===== src/rtl/fsm_seq_ctrl_pkg.sv =====
// Shared types for the state-code sequencer: control-state encoding, direction
// constants and the one-step advance rule used by both auto-advance and single-step.
package fsm_seq_ctrl_pkg;

  typedef enum logic [1:0] {
    IDLE  = 2'd0,
    RUN   = 2'd1,
    PAUSE = 2'd2
  } ctrl_state_t;

  localparam logic DIR_UP = 1'b1;
  localparam logic DIR_DN = 1'b0;

  localparam int CODE_W = 3;
  typedef logic [CODE_W-1:0] code_t;

  typedef struct packed {
    logic  wrap;
    code_t code;
  } adv_t;

  function automatic adv_t advance(input code_t code, input logic dir, input code_t last);
    adv_t r;
    r.wrap = 1'b0;
    r.code = code;
    if (dir == DIR_UP) begin
      if (code == last) begin
        r.code = '0;
        r.wrap = 1'b1;
      end else begin
        r.code = code + code_t'(1);
      end
    end else if (dir == DIR_DN) begin
      if (code == '0) begin
        r.code = last;
        r.wrap = 1'b1;
      end else begin
        r.code = code - code_t'(1);
      end
    end
    return r;
  endfunction

endpackage


===== src/rtl/fsm_seq_ctrl_if.sv =====
// Button-side controls and decoder-side state code of the sequencer.
// master drives the buttons and observes the code; slave is the sequencer.
interface fsm_seq_ctrl_if;
  logic start;
  logic stop;
  logic step;
  logic dir;
  logic ea0;
  logic ea1;
  logic ea2;
  logic running;
  logic wrap;

  modport master (
    output start, stop, step, dir,
    input  ea0, ea1, ea2, running, wrap
  );

  modport slave (
    input  start, stop, step, dir,
    output ea0, ea1, ea2, running, wrap
  );
endinterface


===== src/rtl/fsm_seq_ctrl_seq_tick_gen.sv =====
// Prescaler: tick is high combinationally in the cycle the count reaches TICK_DIV-1,
// then the count wraps to 0; clr has priority and holds the count at 0, en=0 freezes it.
module seq_tick_gen #(
  parameter int TICK_DIV = 50000000,
  parameter int CNT_W    = $clog2(TICK_DIV)
) (
  input  logic clk,
  input  logic rst,
  input  logic en,
  input  logic clr,
  output logic tick
);

  localparam logic [CNT_W-1:0] TERM = CNT_W'(TICK_DIV - 1);

  logic [CNT_W-1:0] cnt;

  assign tick = en && (cnt == TERM);

  always_ff @(posedge clk or posedge rst) begin
    if (rst) begin
      cnt <= '0;
    end else if (clr) begin
      cnt <= '0;
    end else if (en) begin
      cnt <= tick ? '0 : cnt + CNT_W'(1);
    end
  end

endmodule


===== src/rtl/fsm_seq_ctrl.sv =====
// IDLE/RUN/PAUSE sequencer producing the 3-bit code for the 7-segment decoder.
// Button edges act in the cycle they are seen; code, running and wrap change one cycle later.
module fsm_seq_ctrl
  import fsm_seq_ctrl_pkg::*;
#(
  parameter int TICK_DIV   = 50000000,
  parameter int LAST_STATE = 7,
  parameter int CNT_W      = $clog2(TICK_DIV)
) (
  input  logic           clk,
  input  logic           rst,
  fsm_seq_ctrl_if.slave  bus
);

  localparam code_t LAST = code_t'(LAST_STATE);

  ctrl_state_t state, state_nxt;
  code_t       code, code_nxt;
  logic        wrap_q, wrap_nxt;
  logic        run_q;
  logic        start_q, stop_q, step_q;
  logic        start_e, stop_e, step_e;
  logic        tick;
  adv_t        adv;

  // History resets high: a button already held when reset drops is a level, not a press.
  always_ff @(posedge clk or posedge rst) begin
    if (rst) begin
      start_q <= 1'b1;
      stop_q  <= 1'b1;
      step_q  <= 1'b1;
    end else begin
      start_q <= bus.start;
      stop_q  <= bus.stop;
      step_q  <= bus.step;
    end
  end

  assign start_e = bus.start & ~start_q;
  assign stop_e  = bus.stop  & ~stop_q;
  assign step_e  = bus.step  & ~step_q;

  // Clearing outside RUN makes every resume start a full prescaler period.
  seq_tick_gen #(
    .TICK_DIV (TICK_DIV),
    .CNT_W    (CNT_W)
  ) u_tick (
    .clk  (clk),
    .rst  (rst),
    .en   ((state == RUN) && !stop_e),
    .clr  (state != RUN),
    .tick (tick)
  );

  always_ff @(posedge clk or posedge rst) begin
    if (rst) begin
      state  <= IDLE;
      code   <= '0;
      wrap_q <= 1'b0;
      run_q  <= 1'b0;
    end else begin
      state  <= state_nxt;
      code   <= code_nxt;
      wrap_q <= wrap_nxt;
      run_q  <= (state_nxt == RUN);
    end
  end

  always_comb begin
    state_nxt = state;
    code_nxt  = code;
    wrap_nxt  = 1'b0;
    adv       = advance(code, bus.dir, LAST);
    unique case (state)
      IDLE: begin
        code_nxt = '0;
        if (start_e) state_nxt = RUN;
      end
      RUN: begin
        if (stop_e) begin
          state_nxt = PAUSE;
        end else if (tick) begin
          code_nxt = adv.code;
          wrap_nxt = adv.wrap;
        end
      end
      PAUSE: begin
        if (stop_e) begin
          state_nxt = IDLE;
          code_nxt  = '0;
        end else if (start_e) begin
          state_nxt = RUN;
        end else if (step_e) begin
          code_nxt = adv.code;
          wrap_nxt = adv.wrap;
        end
      end
      default: begin
        state_nxt = IDLE;
        code_nxt  = '0;
      end
    endcase
  end

  assign bus.ea0     = code[0];
  assign bus.ea1     = code[1];
  assign bus.ea2     = code[2];
  assign bus.running = run_q;
  assign bus.wrap    = wrap_q;

endmodule

===== src/flat_wrapper.sv =====
// flat-port wrapper written by rule: the top's interface ports become plain ports
module fsm_seq_ctrl_flat import fsm_seq_ctrl_pkg::*;
#(
  parameter int TICK_DIV   = 50000000,
  parameter int LAST_STATE = 7,
  parameter int CNT_W      = $clog2(TICK_DIV)
)
  (clk, rst, bus_start, bus_stop, bus_step, bus_dir, bus_ea0, bus_ea1, bus_ea2, bus_running, bus_wrap);
  fsm_seq_ctrl_if bus_i ();
  input  logic clk;
  input  logic rst;
  input wire logic [$bits(bus_i.start)-1:0] bus_start;
  input wire logic [$bits(bus_i.stop)-1:0] bus_stop;
  input wire logic [$bits(bus_i.step)-1:0] bus_step;
  input wire logic [$bits(bus_i.dir)-1:0] bus_dir;
  output wire logic [$bits(bus_i.ea0)-1:0] bus_ea0;
  output wire logic [$bits(bus_i.ea1)-1:0] bus_ea1;
  output wire logic [$bits(bus_i.ea2)-1:0] bus_ea2;
  output wire logic [$bits(bus_i.running)-1:0] bus_running;
  output wire logic [$bits(bus_i.wrap)-1:0] bus_wrap;
  assign bus_i.start = bus_start;
  assign bus_i.stop = bus_stop;
  assign bus_i.step = bus_step;
  assign bus_i.dir = bus_dir;
  assign bus_ea0 = bus_i.ea0;
  assign bus_ea1 = bus_i.ea1;
  assign bus_ea2 = bus_i.ea2;
  assign bus_running = bus_i.running;
  assign bus_wrap = bus_i.wrap;
  fsm_seq_ctrl #(.TICK_DIV(TICK_DIV), .LAST_STATE(LAST_STATE), .CNT_W(CNT_W)) u_core (.clk(clk), .rst(rst), .bus(bus_i));
endmodule

===== config.mk =====
export PLATFORM = sky130hd
export DESIGN_NAME = fsm_seq_ctrl_flat
export DESIGN_NICKNAME = d
export VERILOG_FILES = /design/src/rtl/fsm_seq_ctrl_pkg.sv /design/src/rtl/fsm_seq_ctrl_if.sv /design/src/rtl/fsm_seq_ctrl_seq_tick_gen.sv /design/src/rtl/fsm_seq_ctrl.sv /design/src/flat_wrapper.sv
export SDC_FILE = /design/constraint.sdc
export NUM_CORES = 1
export LEC_CHECK = 0
export ABC_AREA = 1
export BUFFER_PORTS_ARGS = -buffer_cell sky130_fd_sc_hd__buf_2
export CORE_MARGIN = 4
export CORE_UTILIZATION = 30
export CTS_BUF_LIST = sky130_fd_sc_hd__clkbuf_4
export DETAILED_ROUTE_END_ITERATION = 6
export PLACE_DENSITY = 0.53
export SLEW_MARGIN = 20
export SYNTH_ARGS = -nofsm -noshare
export SYNTH_HDL_FRONTEND = slang
export SYNTH_HIERARCHICAL = 1
export SYNTH_SLANG_ARGS = --single-unit

===== constraint.sdc =====
create_clock -name clk -period 2.3 [get_ports clk]
set_clock_uncertainty 0.2 [all_clocks]
set_input_delay 0.23 -clock clk [delete_from_list [all_inputs] [get_ports clk]]
set_output_delay 0.23 -clock clk [all_outputs]
set_load 0.005 [all_outputs]

==> results.py <==
metrics = {
    "grt": {
        "antenna_found_initial": 0,
        "grt_pass1_wl_um": 9920,
        "grt_max_degree": 27,
        "grt_pass1_vias": 2079,
        "grt_use_total_pct": 12.7,
        "overflow": 0,
    },
    "power_and_ir_drop": {
        "p_leak_nw": 1.23,
        "power_frac_comb_pct": 36.7,
        "cellPowerDensity_nw_per_um2": 640,
        "vdd_drop_max_v": 0.000338,
        "p_clk_share_pct": 21.2,
        "pwr-share-seq_pct": 42.1,
        "p_int_mw": 1.08,
        "finalPower_mw": 1.74,
        "netSwitchingPower_mw": 0.665,
        "swShare_pct": 38.1,
    },
    "yosys": {
        "yosys.area_share.simple_pct": 37.9,
        "syn_avg_cell_area_sq_um": 6.92,
        "synthCells": 348,
        "synth-seq-cells": 36,
        "ys_warn_count": 6,
        "synth_xor_area_share_pct": 3.63,
        "synthMuxAreaShare_pct": 0,
        "synthAdderAreaFrac_pct": 5.71,
        "synth.net_count": 365,
        "synth_top_family_by_area": "simple AND/OR/NAND/NOR gates",
        "synth-compound-area-share_pct": 6.39,
        "syn_area_sq_um": 2410,
        "synth.distinct_cells": 27,
        "ys_seq_area_share_pct": 37.5,
    },
    "sta": {
        "fin_crit_ns": 2.12,
        "fin_ws_ns": 0.184,
        "finalHoldViolCount": 0,
        "rsz0062_at_grt": "false",
        "maxSlewHeadroom_pct": 74.7,
        "fmax_mhz": 473,
        "finalSetupTns_ns": 0,
        "drv_slew": 0,
        "setup_viol": 0,
        "worst_slew_pin_slew_ns": 0.379,
        "whs_ns": 0.0855,
        "fin_crit_sh_pct": 92.0,
    },
    "floorplan": {
        "dieArea_sq_um": 9530,
        "boundaryPins": 11,
        "fp-row-count": 32,
        "die_w_um": 97.6,
        "coreArea_sq_um": 7770,
        "fp.dieH_um": 97.6,
        "initial_core_util_pct": 31.0,
    },
    "layout": {
        "fin_area_sq_um": 2730,
        "drive_gt1_share_pct": 12.3,
        "fin_nets": 391,
        "antennaDiodeCount": 0,
        "area_growth_pct": 13.1,
        "fillers": 859,
    },
    "place": {
        "port_buffers": 10,
        "hpwl_um": 4450,
        "gp_congestion": 0.899,
        "postPlaceCellArea_sq_um": 2620,
        "place_ws_ns": 0.118,
    },
    "route": {
        "drtPass1Iterations": 6,
        "drtAntennaViolNets": 0,
        "vias": 2201,
        "finalWirelength_um": 5750,
        "avgViaCountPerCell": 4.61,
        "drtIter0Drc": 98,
        "wl_per_cell_um": 12.0,
        "remaining_drc_errors": 0,
    },
    "setup_path": {
        "arrival_ns": 2.15,
        "worst-path-max-fanout": 3,
        "worst_ep_required_time_ns": 2.33,
        "crit_start": "u_core/state[1]",
        "timing.rr.start": "u_core/state[1]",
        "critPathLaunchType": "flip-flop",
        "endpoint_kind": "flip-flop",
        "crit_type": "flip-flop to flip-flop",
    },
    "status": {
        "status": "complete, no violations",
    },
    "clock_network": {
        "clock_sinks": 36,
        "cts.clk_slew.worst_paths_ns": 0.10,
        "htree_levels": 2,
        "clock_latency_ns": 0.34,
        "ctsRootBufferMaster": "clkbuf_4",
        "cts_tree": "yes",
        "numCtsBuffers": 5,
        "cts_buffer_depth": 2,
    },
    "flow_run": {
        "maxCapViolations": 0,
    },
    "worst_hold_path": {
        "min-delay-path-class": "input pin to flip-flop",
        "min_from": "bus_dir",
    },
}
==> sequential cells by signal (all words and copies together), names as in the netlist <==
register	count
u_core/bus.running	1
u_core/bus.wrap	1
u_core/code	3
u_core/start_q	1
u_core/state	2
u_core/step_q	1
u_core/stop_q	1
u_core/u_tick/cnt	26
==> synthesized netlist by cell type, drive strengths merged <==
library cell,instances,area (sq um)
o21bai,1,18.8
o211ai,1,7.51
nand2,98,390
inv,50,188
xnor2,3,26.3
dfrtp,33,826
o22ai,1,6.26
ha,11,138
a21oi,15,86.3
nor2,69,269
dfstp,3,78.8
nand3,24,125
o21ai,7,35.0
nand4,8,50.1
buf,3,25.0
nor4,1,6.26
nand3b,1,7.51
nor3,10,50.1
xor2,7,61.3
nor3b,2,15.0
==> metrics by stage <==
stage	util, %	cells
2_1_floorplan	-	348
3_3_place_gp	33.7	464
3_5_place_dp	33.7	464
4_1_cts	35.0	476
5_1_grt	35.1	477
6_report	35.1	477
==> final cells by class <==
class | instances | area [sq um] | share of cell area [%]
clock buffer | 8 | 60.1 | 2.20
timing repair buffer | 22 | 150 | 5.51
inverter | 50 | 188 | 6.88
multi-input combinational | 259 | 1290 | 47.5
sequential | 36 | 906 | 33.2
tap | 102 | 128 | 4.68
==> kinds of logic after synthesis <==
kind of cell,count (synthesis)
AO/OA/AOI/OAI,25
XOR/XNOR,10
adder cells (fa/ha/maj),11
buffers and inverters,53
flip-flops,36
AND/OR/NAND/NOR,213
==> placed cells by master, fill, tap and decap left out <==
master and count:
nand2_1 93, nor2_1 64, inv_1 47, dfrtp_1 32, nand3_1 23, a21oi_1 14
ha_1 11, buf_2 10, nor3_1 10, clkbuf_4 8, buf_4 8, nand4_1 8
o21ai_0 7, xor2_1 7, nor2_2 5, dlygate4sd3_1 4, nand2_2 3, inv_2 3
dfstp_2 3, xnor2_1 3, nand2_4 2, nor3b_1 2, o211ai_1 1, o21bai_4 1
a21oi_4 1, nand3_2 1, o22ai_1 1, nor4_1 1, nand3b_1 1, dfrtp_2 1
==> per-layer routing <==
layer / vias up / wire length, um / global-route usage, %
li1: 1140 / - / -
met3: 7 / 230 / 2.58
met4: 0 / 65 / 3.30
met5: - / 0 / 0
met1: 1010 / 2810 / 17.5
met2: 44 / 2640 / 20.5
==> path summary, 6_finish.rpt <==
kind	end	slack (ns)	cells after the start
setup / recovery	u_core/code[2]	0.18	14
max in group asynchronous	u_core/u_tick/cnt[0]	1.32	4
hold / removal	u_core/code[0]	0.09	6
setup reg to reg	u_core/code[2]	0.18	14
hold reg to reg	u_core/u_tick/cnt[0]	0.35	1
min in group asynchronous	u_core/bus.running	0.21	3
==> worst max-delay path: stages, from the launching register on <==
cell	delay [ns]
dfrtp_1	0.42
inv_2	0.08
ha_1	0.16
inv_1	0.05
nor2_1	0.13
inv_1	0.08
nor3_1	0.14
nand3_1	0.11
nor2_2	0.14
inv_1	0.05
nand2_1	0.06
nand2_1	0.09
o21bai_4	0.19
nand2_1	0.06
nand2_1	0.05
==> power by group through the flow <==
stage	sequential (mW)	combinational [mW]	clock [mW]
floorplan	0.735	0.451	0
global placement	0.745	0.632	0
detailed placement	0.746	0.632	0
CTS	0.734	0.640	0.391
global route	0.743	0.738	0.426
finish	0.735	0.640	0.369
==> timing repair <==
action | 4_1_cts | 5_1_grt
buffers inserted | 0 | 1
resized for setup | 0 | 3
hold buffers | 4 | 0
endpoints found under the hold margin | 39 | 0
setup endpoints to repair | 0 | 4
Power figures use the tool's default switching activity.
